==> src/rtl/cdb_broadcaster_pkg.sv <==
// -----------------------------------------------------------------------------
// cdb_broadcaster_pkg
//   Shared definitions for the Common Data Bus broadcaster: ROB tag width,
//   the broadcast packet layout (maps 1:1 onto the ROB's CDB input packet)
//   and a small index helper.
// -----------------------------------------------------------------------------
package cdb_broadcaster_pkg;

   localparam int ROB_TAG_BITS = 6;
   localparam int VALUE_BITS   = 32;

   // One CDB broadcast: valid flag, ROB tag and result value.
   typedef struct packed {
      logic                    valid;
      logic [ROB_TAG_BITS-1:0] tag;
      logic [VALUE_BITS-1:0]   value;
   } cdb_packet_t;

   // Cyclic successor of idx in the range 0..n-1.
   function automatic int wrap_inc(input int idx, input int n);
      return (idx + 1 >= n) ? 0 : idx + 1;
   endfunction

endpackage

==> src/rtl/cdb_broadcaster_if.sv <==
// -----------------------------------------------------------------------------
// cdb_broadcaster_if
//   Bundles the functional-unit completion ports and the CDB broadcast outputs.
//   master : the FU / consumer side (drives fu_*, cdb_flush; sees ready + bus)
//   slave  : the broadcaster itself
//   Signals:
//     fu_valid/fu_tag/fu_value  per-FU completed result offer
//     fu_ready                  per-FU acceptance (no dependency on fu_valid)
//     cdb_flush                 squash all held and in-flight results
//     cdb_valid/tag/value       registered broadcast
//     cdb_stall_count           saturating count of contended cycles
// -----------------------------------------------------------------------------
interface cdb_broadcaster_if #(
   parameter int NUM_FU     = 4,
   parameter int STALL_BITS = 16
);
   import cdb_broadcaster_pkg::*;

   logic [NUM_FU-1:0]                   fu_valid;
   logic [NUM_FU-1:0][ROB_TAG_BITS-1:0] fu_tag;
   logic [NUM_FU-1:0][VALUE_BITS-1:0]   fu_value;
   logic [NUM_FU-1:0]                   fu_ready;
   logic                                cdb_flush;
   logic                                cdb_valid;
   logic [ROB_TAG_BITS-1:0]             cdb_tag;
   logic [VALUE_BITS-1:0]               cdb_value;
   logic [STALL_BITS-1:0]               cdb_stall_count;

   modport master (
      output fu_valid, fu_tag, fu_value, cdb_flush,
      input  fu_ready, cdb_valid, cdb_tag, cdb_value, cdb_stall_count
   );

   modport slave (
      input  fu_valid, fu_tag, fu_value, cdb_flush,
      output fu_ready, cdb_valid, cdb_tag, cdb_value, cdb_stall_count
   );

endinterface

==> src/rtl/cdb_broadcaster_rr_arbiter.sv <==
// -----------------------------------------------------------------------------
// rr_arbiter
//   Purely combinational round-robin arbiter. Grants the first asserted request
//   found when scanning upward from index ptr, wrapping modulo N.
//   Ports:
//     req   in  N      request vector
//     ptr   in  PTR_W  starting (highest-priority) index
//     grant out N      one-hot grant, all zero when no request
// -----------------------------------------------------------------------------
module rr_arbiter #(
   parameter int N     = 4,
   parameter int PTR_W = $clog2(N)
) (
   input  logic [N-1:0]     req,
   input  logic [PTR_W-1:0] ptr,
   output logic [N-1:0]     grant
);

   logic             found;
   logic [PTR_W:0]   sum;
   logic [PTR_W:0]   wrapped;
   logic [PTR_W-1:0] idx;

   always_comb begin
      grant   = '0;
      found   = 1'b0;
      sum     = '0;
      wrapped = '0;
      idx     = '0;
      for (int k = 0; k < N; k++) begin
         // One extra bit holds ptr+k before the modulo-N fold.
         sum     = {1'b0, ptr} + (PTR_W+1)'(k);
         wrapped = (sum >= (PTR_W+1)'(N)) ? sum - (PTR_W+1)'(N) : sum;
         idx     = wrapped[PTR_W-1:0];
         if (!found && req[idx]) begin
            grant[idx] = 1'b1;
            found      = 1'b1;
         end
      end
   end

endmodule

==> src/rtl/cdb_broadcaster.sv <==
// -----------------------------------------------------------------------------
// cdb_broadcaster
//   Collects completed results from NUM_FU functional units into one-entry
//   holding registers and broadcasts one per cycle on a registered Common Data
//   Bus, using a round-robin arbiter across the held results. A flush drops
//   everything held or about to be broadcast.
//   Ports:
//     clock  in  system clock
//     reset  in  asynchronous active-high reset
//     bus    slave modport of cdb_broadcaster_if (FU offers, ready, CDB, stall count)
// -----------------------------------------------------------------------------
module cdb_broadcaster
   import cdb_broadcaster_pkg::*;
#(
   parameter int NUM_FU     = 4,
   parameter int STALL_BITS = 16
) (
   input  logic             clock,
   input  logic             reset,
   cdb_broadcaster_if.slave bus
);

   localparam int PTR_W = $clog2(NUM_FU);

   logic [NUM_FU-1:0]       hold_valid;
   logic [ROB_TAG_BITS-1:0] hold_tag   [NUM_FU];
   logic [VALUE_BITS-1:0]   hold_value [NUM_FU];
   logic [NUM_FU-1:0]       grant;
   logic [NUM_FU-1:0]       fu_ready;
   logic [NUM_FU-1:0]       accept;

   logic [PTR_W-1:0]        rr_ptr_reg;
   logic [PTR_W-1:0]        rr_ptr_next;
   logic [PTR_W-1:0]        grant_idx;
   cdb_packet_t             cdb_reg;
   cdb_packet_t             cdb_next;
   logic [STALL_BITS-1:0]   stall_reg;
   logic                    contention;

   // Arbitration looks only at held results, so fu_ready never depends on fu_valid.
   rr_arbiter #(.N(NUM_FU), .PTR_W(PTR_W)) u_arb (
      .req   (hold_valid),
      .ptr   (rr_ptr_reg),
      .grant (grant)
   );

   genvar gi;
   generate
      for (gi = 0; gi < NUM_FU; gi++) begin : g_hold
         logic                    hold_valid_reg;
         logic [ROB_TAG_BITS-1:0] hold_tag_reg;
         logic [VALUE_BITS-1:0]   hold_value_reg;

         // Ready when empty or draining this cycle; during a flush the offer is
         // acknowledged so the FU drops it, but it is not captured.
         assign fu_ready[gi] = bus.cdb_flush | ~hold_valid_reg | grant[gi];
         assign accept[gi]   = bus.fu_valid[gi] & fu_ready[gi];

         always_ff @(posedge clock or posedge reset) begin
            if (reset) begin
               hold_valid_reg <= 1'b0;
               hold_tag_reg   <= '0;
               hold_value_reg <= '0;
            end else if (bus.cdb_flush) begin
               hold_valid_reg <= 1'b0;
            end else if (accept[gi]) begin
               // Covers the back-to-back case: refill while the old entry is granted.
               hold_valid_reg <= 1'b1;
               hold_tag_reg   <= bus.fu_tag[gi];
               hold_value_reg <= bus.fu_value[gi];
            end else if (grant[gi]) begin
               hold_valid_reg <= 1'b0;
            end
         end

         assign hold_valid[gi] = hold_valid_reg;
         assign hold_tag[gi]   = hold_tag_reg;
         assign hold_value[gi] = hold_value_reg;
      end
   endgenerate

   always_comb begin
      grant_idx = '0;
      for (int i = 0; i < NUM_FU; i++) begin
         if (grant[i]) grant_idx = PTR_W'(i);
      end
      rr_ptr_next = PTR_W'(wrap_inc(int'(grant_idx), NUM_FU));

      // Tag/value keep their last value when nothing is granted.
      cdb_next       = cdb_reg;
      cdb_next.valid = 1'b0;
      if (|grant) begin
         cdb_next.valid = 1'b1;
         cdb_next.tag   = hold_tag[grant_idx];
         cdb_next.value = hold_value[grant_idx];
      end

      contention = ($countones(hold_valid) >= 2);
   end

   always_ff @(posedge clock or posedge reset) begin
      if (reset) begin
         rr_ptr_reg <= '0;
         cdb_reg    <= '0;
         stall_reg  <= '0;
      end else begin
         if (contention && !(&stall_reg)) begin
            stall_reg <= stall_reg + STALL_BITS'(1);
         end
         if (bus.cdb_flush) begin
            // Pointer is deliberately left alone so fairness survives a flush.
            cdb_reg.valid <= 1'b0;
         end else begin
            cdb_reg <= cdb_next;
            if (|grant) rr_ptr_reg <= rr_ptr_next;
         end
      end
   end

   assign bus.fu_ready        = fu_ready;
   assign bus.cdb_valid       = cdb_reg.valid;
   assign bus.cdb_tag         = cdb_reg.tag;
   assign bus.cdb_value       = cdb_reg.value;
   assign bus.cdb_stall_count = stall_reg;

endmodule

==> src/flat_wrapper.sv <==
// flat-port wrapper written by rule: the top's interface ports become plain ports
module cdb_broadcaster_flat import cdb_broadcaster_pkg::*;
#(
   parameter int NUM_FU     = 4,
   parameter int STALL_BITS = 16
)
  (clock, reset, bus_fu_valid, bus_fu_tag, bus_fu_value, bus_cdb_flush, bus_fu_ready, bus_cdb_valid, bus_cdb_tag, bus_cdb_value, bus_cdb_stall_count);
  cdb_broadcaster_if #(.NUM_FU(NUM_FU), .STALL_BITS(STALL_BITS)) bus_i ();
  input  logic clock;
  input  logic reset;
  input wire logic [$bits(bus_i.fu_valid)-1:0] bus_fu_valid;
  input wire logic [$bits(bus_i.fu_tag)-1:0] bus_fu_tag;
  input wire logic [$bits(bus_i.fu_value)-1:0] bus_fu_value;
  input wire logic [$bits(bus_i.cdb_flush)-1:0] bus_cdb_flush;
  output wire logic [$bits(bus_i.fu_ready)-1:0] bus_fu_ready;
  output wire logic [$bits(bus_i.cdb_valid)-1:0] bus_cdb_valid;
  output wire logic [$bits(bus_i.cdb_tag)-1:0] bus_cdb_tag;
  output wire logic [$bits(bus_i.cdb_value)-1:0] bus_cdb_value;
  output wire logic [$bits(bus_i.cdb_stall_count)-1:0] bus_cdb_stall_count;
  assign bus_i.fu_valid = bus_fu_valid;
  assign bus_i.fu_tag = bus_fu_tag;
  assign bus_i.fu_value = bus_fu_value;
  assign bus_i.cdb_flush = bus_cdb_flush;
  assign bus_fu_ready = bus_i.fu_ready;
  assign bus_cdb_valid = bus_i.cdb_valid;
  assign bus_cdb_tag = bus_i.cdb_tag;
  assign bus_cdb_value = bus_i.cdb_value;
  assign bus_cdb_stall_count = bus_i.cdb_stall_count;
  cdb_broadcaster #(.NUM_FU(NUM_FU), .STALL_BITS(STALL_BITS)) u_core (.clock(clock), .reset(reset), .bus(bus_i));
endmodule
==> config.mk <==
export PLATFORM = sky130hd
export DESIGN_NAME = cdb_broadcaster_flat
export DESIGN_NICKNAME = d
export VERILOG_FILES = /design/src/rtl/cdb_broadcaster_pkg.sv /design/src/rtl/cdb_broadcaster_if.sv /design/src/rtl/cdb_broadcaster_rr_arbiter.sv /design/src/rtl/cdb_broadcaster.sv /design/src/flat_wrapper.sv
export SDC_FILE = /design/constraint.sdc
export NUM_CORES = 1
export LEC_CHECK = 0
export ABC_AREA = 1
export CORE_MARGIN = 2
export CORE_UTILIZATION = 52
export CTS_CLUSTER_SIZE = 14
export DETAILED_ROUTE_END_ITERATION = 8
export HOLD_SLACK_MARGIN = 0.03
export PLACE_DENSITY = 0.81
export SLEW_MARGIN = 20
export SYNTH_ARGS = -nofsm -noshare
export SYNTH_HDL_FRONTEND = slang
export SYNTH_HIERARCHICAL = 1
export SYNTH_SLANG_ARGS = --single-unit
==> constraint.sdc <==
create_clock -name clock -period 7.64 [get_ports clock]
set_clock_uncertainty 0.1 [all_clocks]
set_input_delay 1.146 -clock clock [delete_from_list [all_inputs] [get_ports clock]]
set_output_delay 1.146 -clock clock [all_outputs]
set_load 0.02 [all_outputs]
==> metrics.txt, run 1 <==
CTS-repair resized insts 0; diodes inserted 0; Largest register FFs roughly 130; Worst Tran Pin Value 1.08 ns; most frequent cells in the layout nand2_1, clkdlybuf4s50_1, dfrtp_1; Post-Syn Instances 1353; dpl ws ~3.1 ns; Die X 145 microns; PD cells 449 nW/um^2; pin count of the biggest net entering global routing 138; clock latency on the worst-skew pair 0.52 ns; final setup fails 0; vias in the first global route 9271; number of detailed-route iterations in the first pass 5; CP Capture Type output port; share of layout cells above drive strength 1 0.0483; clock-pin transition on the worst setup and hold timing paths 0.06 ns; Clock Tree Buf Depth 3; CP required 6.39 ns; Max stage delay on crit path 0.67 ns; Area contributors post-synth dfrtp_1, nand2_1, o21ai_0; Slew HR 0.277; Fin Setup TNS 0 ns; syn nets 1520; CP Launch Type flip-flop; post-DP HPWL 17600 microns; Seq/Total Area, Yosys 0.513; Final nets 1708; synth warn 6; DRC Markers 0; Final Hold Fails 0; root buffer cell clkbuf_16; Core ar. 19500 sq um; Crit Path Max Fanout between 40 and 50; Die Area 21100 sq um; setup repair bufs after CTS 0; post-synth cell types 30; Tot GR Track Use 0.265; drt total wl approximately 27000 microns; Period minus WS final 5.04 ns; status completed; Mapped Area 10400 sq um; floorplan row count 51; H-tree depth 1; number of synthesized register bits 213; routed vias 9218; initial DRC count roughly 570; CTS Buf Count 23; first-pass GRT wire length roughly 46000 microns; fmax 0.199 GHz; most common cell after layout, fill and taps aside nand2_1; Via density 5.07; syn_area_per_cell 7.67 sq um; Routed WL per cell 15.1 microns; IO Port Bufs 217; initial antenna violation count 0; CP max-delay cell inv_2; die height 145 microns; GRT Residual Overflow 0; final setup margin 2.60 ns; min-delay worst type flip-flop to flip-flop; unrepaired setup endpoints after global routing false; Final Util 0.681; WP data arrival 3.79 ns; max-capacitance violation count 0; DRT antenna net count 0; CTS Hold Buffers Added 0; final slew viol count 0; Placer Congestion 0.860; I/O Pins 218; most used cell, CP nand3_1; Max IR drop VDD 0.290 mV; Pwr Total 5.97 mW; Initial Util 0.532; Layout area overhead 28.1%; LEAKAGE a little under 7 nW; CP cell instances inv_2, ha_1, inv_1, nand3_1, nand2_1, nand3_1, nand2_1, inv_1, nand3_1, inv_2, nand3_2, clkdlybuf4s50_1; dominant cell type by area after synthesis dfrtp_1; CTS tree yes; fin crit share 0.659; top-area cell type share of the netlist area 0.513; clock sink count 213; Crit Path Class flip-flop to output port
-- metal layers --
metal  track usage  routed length [microns]  vias up
met3        0.0421                     1730       60
met5             0                        0        -
met1         0.365                    11900     4317
met2         0.436                    13100      312
li1              -                        -     4529
met4        0.0809                      666        0
-- stage by stage --
step | hold WS (ns) | std cells | cell area, sq um
floorplan | 0.346 | 1353 | 10400
global placement | 0.360 | 1780 | 12500
detailed placement | 0.365 | 1780 | 12500
CTS | 0.381 | 1818 | 13300
global route | 0.396 | 1819 | 13300
finish | 0.379 | 1819 | 13300
-- cells in the mapped netlist --
cell and count:
buf_4 11, nand2_2 5, xnor2_1 2, or2_2 1
nor2_1 168, nor2_2 1, buf_6 17, nand3_2 10
o21ai_1 69, nand2_4 2, ha_1 7, clkbuf_2 4
buf_2 12, nor2_4 2, nand3_1 35, dfrtp_1 213
nor3_1 1, clkbuf_1 19, xor2_1 2, o22ai_1 1
o21ai_0 164, nand2_1 398, o21ai_2 1, nand3b_1 2
a21oi_2 1, fa_1 1, inv_2 8, nand4_1 7
and2_1 1, inv_1 188
-- where the power goes --
group | switching, mW | leakage, nW | internal [mW] | total, mW
registers | 0.227 | 2.67 | 1.49 | 1.72
logic | 2.08 | 3.81 | 1.08 | 3.17
clock network | 0.445 | 0.359 | 0.642 | 1.09
-- area by class of cell --
cell class	count	area, sq um
Clock buffer	34	677
Clock inverter	4	48.8
Fill cell	1638	6220
Inverter	196	743
Multi-Input combinational cell	881	3910
Sequential cell	213	5330
Tap cell	265	332
Timing Repair Buffer	226	2260
-- critical path, delay by kind of cell (launching register included) --
family	cells	cell delay [ns]
AND/OR/NAND/NOR	6	0.73
buffers and inverters	5	1.61
flip-flops	1	0.54
adder cells (fa/ha/maj)	1	0.37
-- kinds of logic after synthesis --
family                     share of synthesized area
and+or+nand+nor                                0.246
buffers and inverters                          0.112
AOI/OAI and AO/OA                              0.115
DFF                                            0.513
adders and majority gates                     0.0104
xor gates and xnor gates                     0.00337
-- worst paths after layout --
check	cells after the start	end	slack, ns	from
min in group asynchronous	2	u_core/bus.cdb_stall_count[7]	1.15	reset
setup reg to reg	14	u_core/g_hold[3].hold_value_reg[7]	3.66	u_core/rr_ptr_reg[0]
hold / removal	2	u_core/bus.cdb_value[11]	0.38	u_core/bus.cdb_value[11]
setup / recovery	12	bus_fu_ready[3]	2.60	u_core/rr_ptr_reg[0]
hold reg to reg	2	u_core/bus.cdb_value[11]	0.38	u_core/bus.cdb_value[11]
max in group asynchronous	3	u_core/g_hold[1].hold_value_reg[23]	4.75	reset
(Power assumes the default switching activity.)
==> run 2: changes to the inputs <==
--- a/config.mk
+++ b/config.mk
@@ -7,11 +7,11 @@
 export LEC_CHECK = 0
 export ABC_AREA = 1
 export CORE_MARGIN = 2
-export CORE_UTILIZATION = 52
+export CORE_UTILIZATION = 47
 export CTS_CLUSTER_SIZE = 14
 export DETAILED_ROUTE_END_ITERATION = 8
 export HOLD_SLACK_MARGIN = 0.03
-export PLACE_DENSITY = 0.81
+export PLACE_DENSITY = 0.77
 export SLEW_MARGIN = 20
 export SYNTH_ARGS = -nofsm -noshare
 export SYNTH_HDL_FRONTEND = slang
==> constraint.sdc (replaced) <==
create_clock -name clock -period 4 [get_ports clock]
set_clock_uncertainty 0.1 [all_clocks]
set_input_delay 0.6 -clock clock [delete_from_list [all_inputs] [get_ports clock]]
set_output_delay 0.6 -clock clock [all_outputs]
set_load 0.02 [all_outputs]
==> metrics.txt, run 2 (synthesis results as in run 1) <==
diodes inserted 0 (unchanged); Layout area overhead 28.8% (was 28.1%); Final Non-Filler Cells 1839 (was 1819); status completed (unchanged); final slew viol count 0 (unchanged); IO Port Bufs 217 (unchanged); I/O Pins 218 (unchanged); number of detailed-route iterations in the first pass 5 (unchanged); GRT Residual Overflow 0 (unchanged); setup repair bufs after CTS 0 (unchanged); Crit Path Class flip-flop to output port (unchanged); first-pass GRT wire length 45500 microns (was 46300 microns); clock sink count 213 (unchanged); worst flop-to-flop path startpoint u_core/rr_ptr_reg[1] (was u_core/rr_ptr_reg[0]); Placer Congestion 0.874 (was 0.860); fmax about 0.26 GHz; final setup fails 0 (unchanged); CP required 3.30 ns (was 6.39 ns); floorplan row count 54 (was 51); min-delay worst type flip-flop to flip-flop (unchanged); Clock Tree Buf Depth 3 (unchanged); R2R Path End u_core/bus.cdb_tag[4] (was u_core/g_hold[3].hold_value_reg[7]); pin count of the biggest net entering global routing 89 (was 138); dpl ws 0.515 ns (was 3.14 ns); initial DRC count 551 (was 569); DRC Markers 0 (unchanged); CP Capture Type output port (unchanged); DRT antenna net count 0 (unchanged); clock-pin transition on the worst setup and hold timing paths 0.06 ns (about the same); Tot GR Track Use 0.239 (was 0.265); Slew HR 0.442 (was 0.277); LEAKAGE 6.85 nW (was 6.84 nW); Via density 4.98 (was 5.07); routed vias 9167 (was 9218); final setup margin 0.214 ns (was 2.60 ns); Die Area 23300 sq um (was 21100 sq um); CP Capture Point bus_fu_ready[3] (unchanged); initial antenna violation count 1 (was 0); Routed WL per cell 15.2 microns (was 15.1 microns); Die X 153 microns (was 145 microns); Fin Setup TNS 0 ns (unchanged); CTS tree yes (unchanged); vias in the first global route 9022 (was 9271); Cells after DPL 1802 (was 1780); most common cell after layout, fill and taps aside nand2_1 (unchanged); CP Launch Type flip-flop (unchanged); Period minus WS final 3.79 ns; max-capacitance violation count 0 (unchanged); Initial Util 0.477 (was 0.532); most frequent cells in the layout nand2_1, clkdlybuf4s50_1, dfrtp_1 (unchanged); die height 153 microns (was 145 microns); share of layout cells above drive strength 1 0.0513 (was 0.0483); R2R Setup Slk 0.55 ns (was 3.66 ns); H-tree depth 1 (unchanged); PD cells 853 nW/um^2 (was 449 nW/um^2); final hold slack 0.381 ns (was 0.379 ns); clock latency on the worst-skew pair 0.51 ns (was 0.52 ns); Max IR drop VDD 0.660 mV (was 0.290 mV); Largest register FFs 128 (unchanged); drt total wl 28000 microns (was 27400 microns); root buffer cell clkbuf_16 (unchanged); unrepaired setup endpoints after global routing false (unchanged); filler instances 1929 (was 1638); Final Hold Fails 0 (unchanged); Core ar. 21800 sq um (was 19500 sq um); R2R cell count 15 (was 14); Pwr Total 11.4 mW (was 5.97 mW); fin crit share 0.947; WP data arrival 3.09 ns (was 3.79 ns); CTS Buf Count 22 (was 23); Crit. Startpoint u_core/rr_ptr_reg[1] (was u_core/rr_ptr_reg[0]); post-DP HPWL 18500 microns (was 17600 microns); Final nets 1714 (was 1708); Worst Tran Pin Value 0.836 ns (was 1.08 ns); Crit Path Max Fanout 6 (was 41)
-- run 2: layout make-up --
| cell class | instances | area, sq um | share of cell area |
|---|---|---|---|
| flip-flops and latches | 213 | 5330 | 0.399 |
| multi-input cells | 881 | 3910 | 0.293 |
| inverters | 196 | 739 | 0.0553 |
| clock inverters | 3 | 17.5 | 0.00131 |
| well taps | 280 | 350 | 0.0262 |
| clock buffers | 33 | 653 | 0.0489 |
| repair buffers | 233 | 2360 | 0.177 |
-- run 2: where the power goes --
group,internal [mW],switching [mW]
Clock,1.12,0.815
Combinational,2.15,4.03
Sequential,2.85,0.442
Total,6.12,5.28
-- run 2: worst max-delay path: stages, from the launching register on --
cell,delay (ns)
dfrtp_1,0.45
inv_1,0.18
ha_1,0.36
inv_1,0.11
nand3_1,0.08
nand2_1,0.10
nand2_4,0.07
nor2_4,0.14
nand2_1,0.06
nand3_1,0.22
inv_2,0.07
nand3_2,0.08
clkdlybuf4s50_1,0.65
-- run 2: what timing repair did --
item                       4_1_cts  5_1_grt
hold buffers                     0        0
setup endpoints to repair        0        2
resized for setup                0        2
-- run 2: metrics by stage --
stage / instance area (sq um) / util
floorplan: 10400 / -
global placement: 12700 / 0.582
detailed placement: 12700 / 0.582
CTS: 13300 / 0.613
global route: 13400 / 0.614
finish: 13400 / 0.614
-- run 2: worst min-delay path by stage --
stage	start	slack (ns)	endpoint	depth (start not counted)
after global routing	u_core/g_hold[1].hold_value_reg[27]	0.40	u_core/g_hold[1].hold_value_reg[27]	2
after CTS	u_core/g_hold[1].hold_value_reg[5]	0.38	u_core/g_hold[1].hold_value_reg[5]	2
after detailed placement	u_core/g_hold[1].hold_value_reg[5]	0.37	u_core/g_hold[1].hold_value_reg[5]	2
final	u_core/g_hold[2].hold_tag_reg[3]	0.38	u_core/g_hold[2].hold_tag_reg[3]	2
after floorplan	u_core/g_hold[3].hold_tag_reg[0]	0.35	u_core/g_hold[3].hold_tag_reg[0]	2
after global placement	u_core/g_hold[1].hold_value_reg[31]	0.36	u_core/g_hold[1].hold_value_reg[31]	2
-- run 2: layer usage --
metal / up-vias / global-route usage / wire length (microns)
li1: 4528 / - / -
met1: 4228 / 0.324 / 12100
met2: 343 / 0.396 / 13300
met3: 66 / 0.0344 / 1760
met4: 2 / 0.0794 / 805
met5: - / 0 / 11
==> run 3: changes to the inputs <==
--- a/config.mk
+++ b/config.mk
@@ -12,6 +12,7 @@
 export DETAILED_ROUTE_END_ITERATION = 8
 export HOLD_SLACK_MARGIN = 0.03
 export PLACE_DENSITY = 0.77
+export SETUP_SLACK_MARGIN = 0.3
 export SLEW_MARGIN = 20
 export SYNTH_ARGS = -nofsm -noshare
 export SYNTH_HDL_FRONTEND = slang
==> metrics.txt, run 3 (synthesis results as in run 1) <==
Largest register FFs 128 (unchanged); Core ar. 21800 sq um (unchanged); first-pass GRT wire length 45500 microns (unchanged); Placement Cell Area 12700 sq um (unchanged); Worst Tran Pin Value 0.837 ns (was 0.836 ns); CP Launch Type flip-flop (unchanged); Worst Hold End u_core/g_hold[2].hold_tag_reg[3] (unchanged); Fin Setup TNS 0 ns (unchanged); Design Area, Final 13400 sq um (about the same); max-capacitance violation count 0 (unchanged); pin count of the biggest net entering global routing 89 (unchanged); final slew viol count 0 (unchanged); Sw Pwr 5.30 mW (was 5.28 mW); CTS Hold Buffers Added 0 (unchanged); Logic pwr share 0.542 (was 0.541); worst flop-to-flop path startpoint u_core/rr_ptr_reg[1] (unchanged); root buffer cell clkbuf_16 (unchanged); post-DP HPWL 18500 microns (unchanged); Routed WL per cell 15.3 microns (was 15.2 microns); Tot GR Track Use 0.239 (unchanged); I/O Pins 218 (unchanged); Layout area overhead 28.7% (was 28.8%); Final nets 1714 (unchanged); final setup margin 0.517 ns (was 0.214 ns); Slew HR 0.441 (was 0.442); Final Util 0.614 (about the same); WP data arrival 2.78 ns (was 3.09 ns); R2R Setup Slk 0.55 ns (about the same); most frequent cells in the layout nand2_1, clkdlybuf4s50_1, dfrtp_1 (unchanged); routed vias 9157 (was 9167); clock sink count 213 (unchanged); Crit Path Class flip-flop to output port (unchanged); Placer Congestion 0.874 (unchanged); final setup fails 0 (unchanged); min-delay src u_core/g_hold[2].hold_tag_reg[3] (unchanged); drt total wl 28000 microns (about the same); Die X 153 microns (unchanged); clock-pin transition on the worst setup and hold timing paths 0.06 ns (about the same); depth of the worst hold-timing path 2 (unchanged); initial DRC count 549 (was 551); status completed (unchanged); DRC Markers 0 (unchanged); Switching Share 0.464 (was 0.463); internal power 6.12 mW (about the same); Final Non-Filler Cells 1839 (unchanged); CP Capture Type output port (unchanged); Clk pwr share 0.170 (about the same); Final Hold Fails 0 (unchanged); IO Port Bufs 217 (unchanged); CTS tree yes (unchanged); CP required 3.30 ns (about the same); initial antenna violation count 1 (unchanged); Period minus WS final 3.48 ns (was 3.79 ns); unrepaired setup endpoints after global routing false (unchanged); diodes inserted 0 (unchanged); fin crit share 0.871 (was 0.947); Crit Path Max Fanout 6 (unchanged); Die Area 23300 sq um (unchanged); PD cells 854 nW/um^2 (was 853 nW/um^2); DRT antenna net count 0 (unchanged); min-delay worst type flip-flop to flip-flop (unchanged); die height 153 microns (unchanged); LEAKAGE 6.85 nW (about the same); fmax 0.287 GHz (was 0.264 GHz); Cells after DPL 1802 (unchanged); Initial Util 0.477 (unchanged); clock latency on the worst-skew pair 0.51 ns (about the same); dpl ws 0.515 ns (unchanged); CTS Buf Count 22 (unchanged); number of detailed-route iterations in the first pass 5 (unchanged); most common cell after layout, fill and taps aside nand2_1 (unchanged); share of layout cells above drive strength 1 0.0520 (was 0.0513); sequential power share 0.289 (about the same); Clock Tree Buf Depth 3 (unchanged); GRT Residual Overflow 0 (unchanged); vias in the first global route 9022 (unchanged); H-tree depth 1 (unchanged); filler instances 1932 (was 1929); floorplan row count 54 (unchanged); R2R Path End u_core/bus.cdb_tag[4] (unchanged); Max IR drop VDD 0.662 mV (was 0.660 mV); Via density 4.98 (about the same); R2R cell count 15 (unchanged)
run 3: cell count changes in the layout (fill, tap and decap cells not counted):
| cell | previous run | this run |
|---|---|---|
| dlymetal6s2s_1 | 1 | 2 |
| clkdlybuf4s50_1 | 216 | 213 |
| clkdlybuf4s15_1 | 0 | 1 |
| clkbuf_2 | 0 | 1 |
run 3: worst max-delay path, cell delays in order (launching register included):
cell	delay, ns
dfrtp_1	0.45
inv_1	0.18
ha_1	0.36
inv_1	0.11
nand3_1	0.08
nand2_1	0.10
nand2_4	0.07
nor2_4	0.14
nand2_1	0.06
nand3_1	0.22
inv_2	0.07
nand3_2	0.09
clkdlybuf4s15_1	0.35
run 3: per-stage QoR:
| stage | power [mW] | hold WS, ns |
|---|---|---|
| finish | 11.4 | 0.381 |
| global route | 12.4 | 0.401 |
| CTS | 11.3 | 0.383 |
| detailed placement | 9.33 | 0.368 |
| global placement | 9.18 | 0.359 |
| floorplan | 7.59 | 0.346 |
run 3: worst max path at each step:
stage               cells past startpoint            startpoint                            end
floorplan                               1                 reset  u_core/bus.cdb_stall_count[0]
global placement                       16  u_core/rr_ptr_reg[0]        u_core/bus.cdb_value[6]
detailed placement                     14  u_core/rr_ptr_reg[0]           u_core/rr_ptr_reg[0]
CTS                                    12  u_core/rr_ptr_reg[1]                bus_fu_ready[1]
global route                           15  u_core/rr_ptr_reg[1]          u_core/bus.cdb_tag[4]
finish                                 12  u_core/rr_ptr_reg[1]                bus_fu_ready[3]
run 3: cell type report:
class	instances	area (sq um)	share of cell area
clock buffer	33	653	0.0489
clock inverter	3	17.5	0.00131
multi-input combinational	881	3910	0.293
inverter	196	739	0.0553
sequential	213	5330	0.399
timing repair buffer	233	2360	0.177
tap	280	350	0.0262
run 3: power by group through the flow:
stage / clock network [mW] / registers, mW / logic (mW)
3_5_place_dp: 0 / 3.31 / 6.02
3_3_place_gp: 0 / 3.30 / 5.88
5_1_grt: 2.06 / 3.38 / 6.94
6_report: 1.94 / 3.30 / 6.18
2_1_floorplan: 0 / 3.43 / 4.16
4_1_cts: 1.97 / 3.29 / 6.07
run 3: repair_timing:
action | 4_1_cts | 5_1_grt
gates resized for setup | 3 | 5
endpoints found under the setup margin | 4 | 4
setup buffers | 0 | 0
pin swaps | 0 | 0
run 3: routing by layer:
metal | vias up | routed length [microns] | GRT usage
met5 | - | 11 | 0
met4 | 2 | 792 | 0.0794
met3 | 64 | 1750 | 0.0344
met2 | 336 | 13300 | 0.396
met1 | 4227 | 12100 | 0.324
li1 | 4528 | - | -
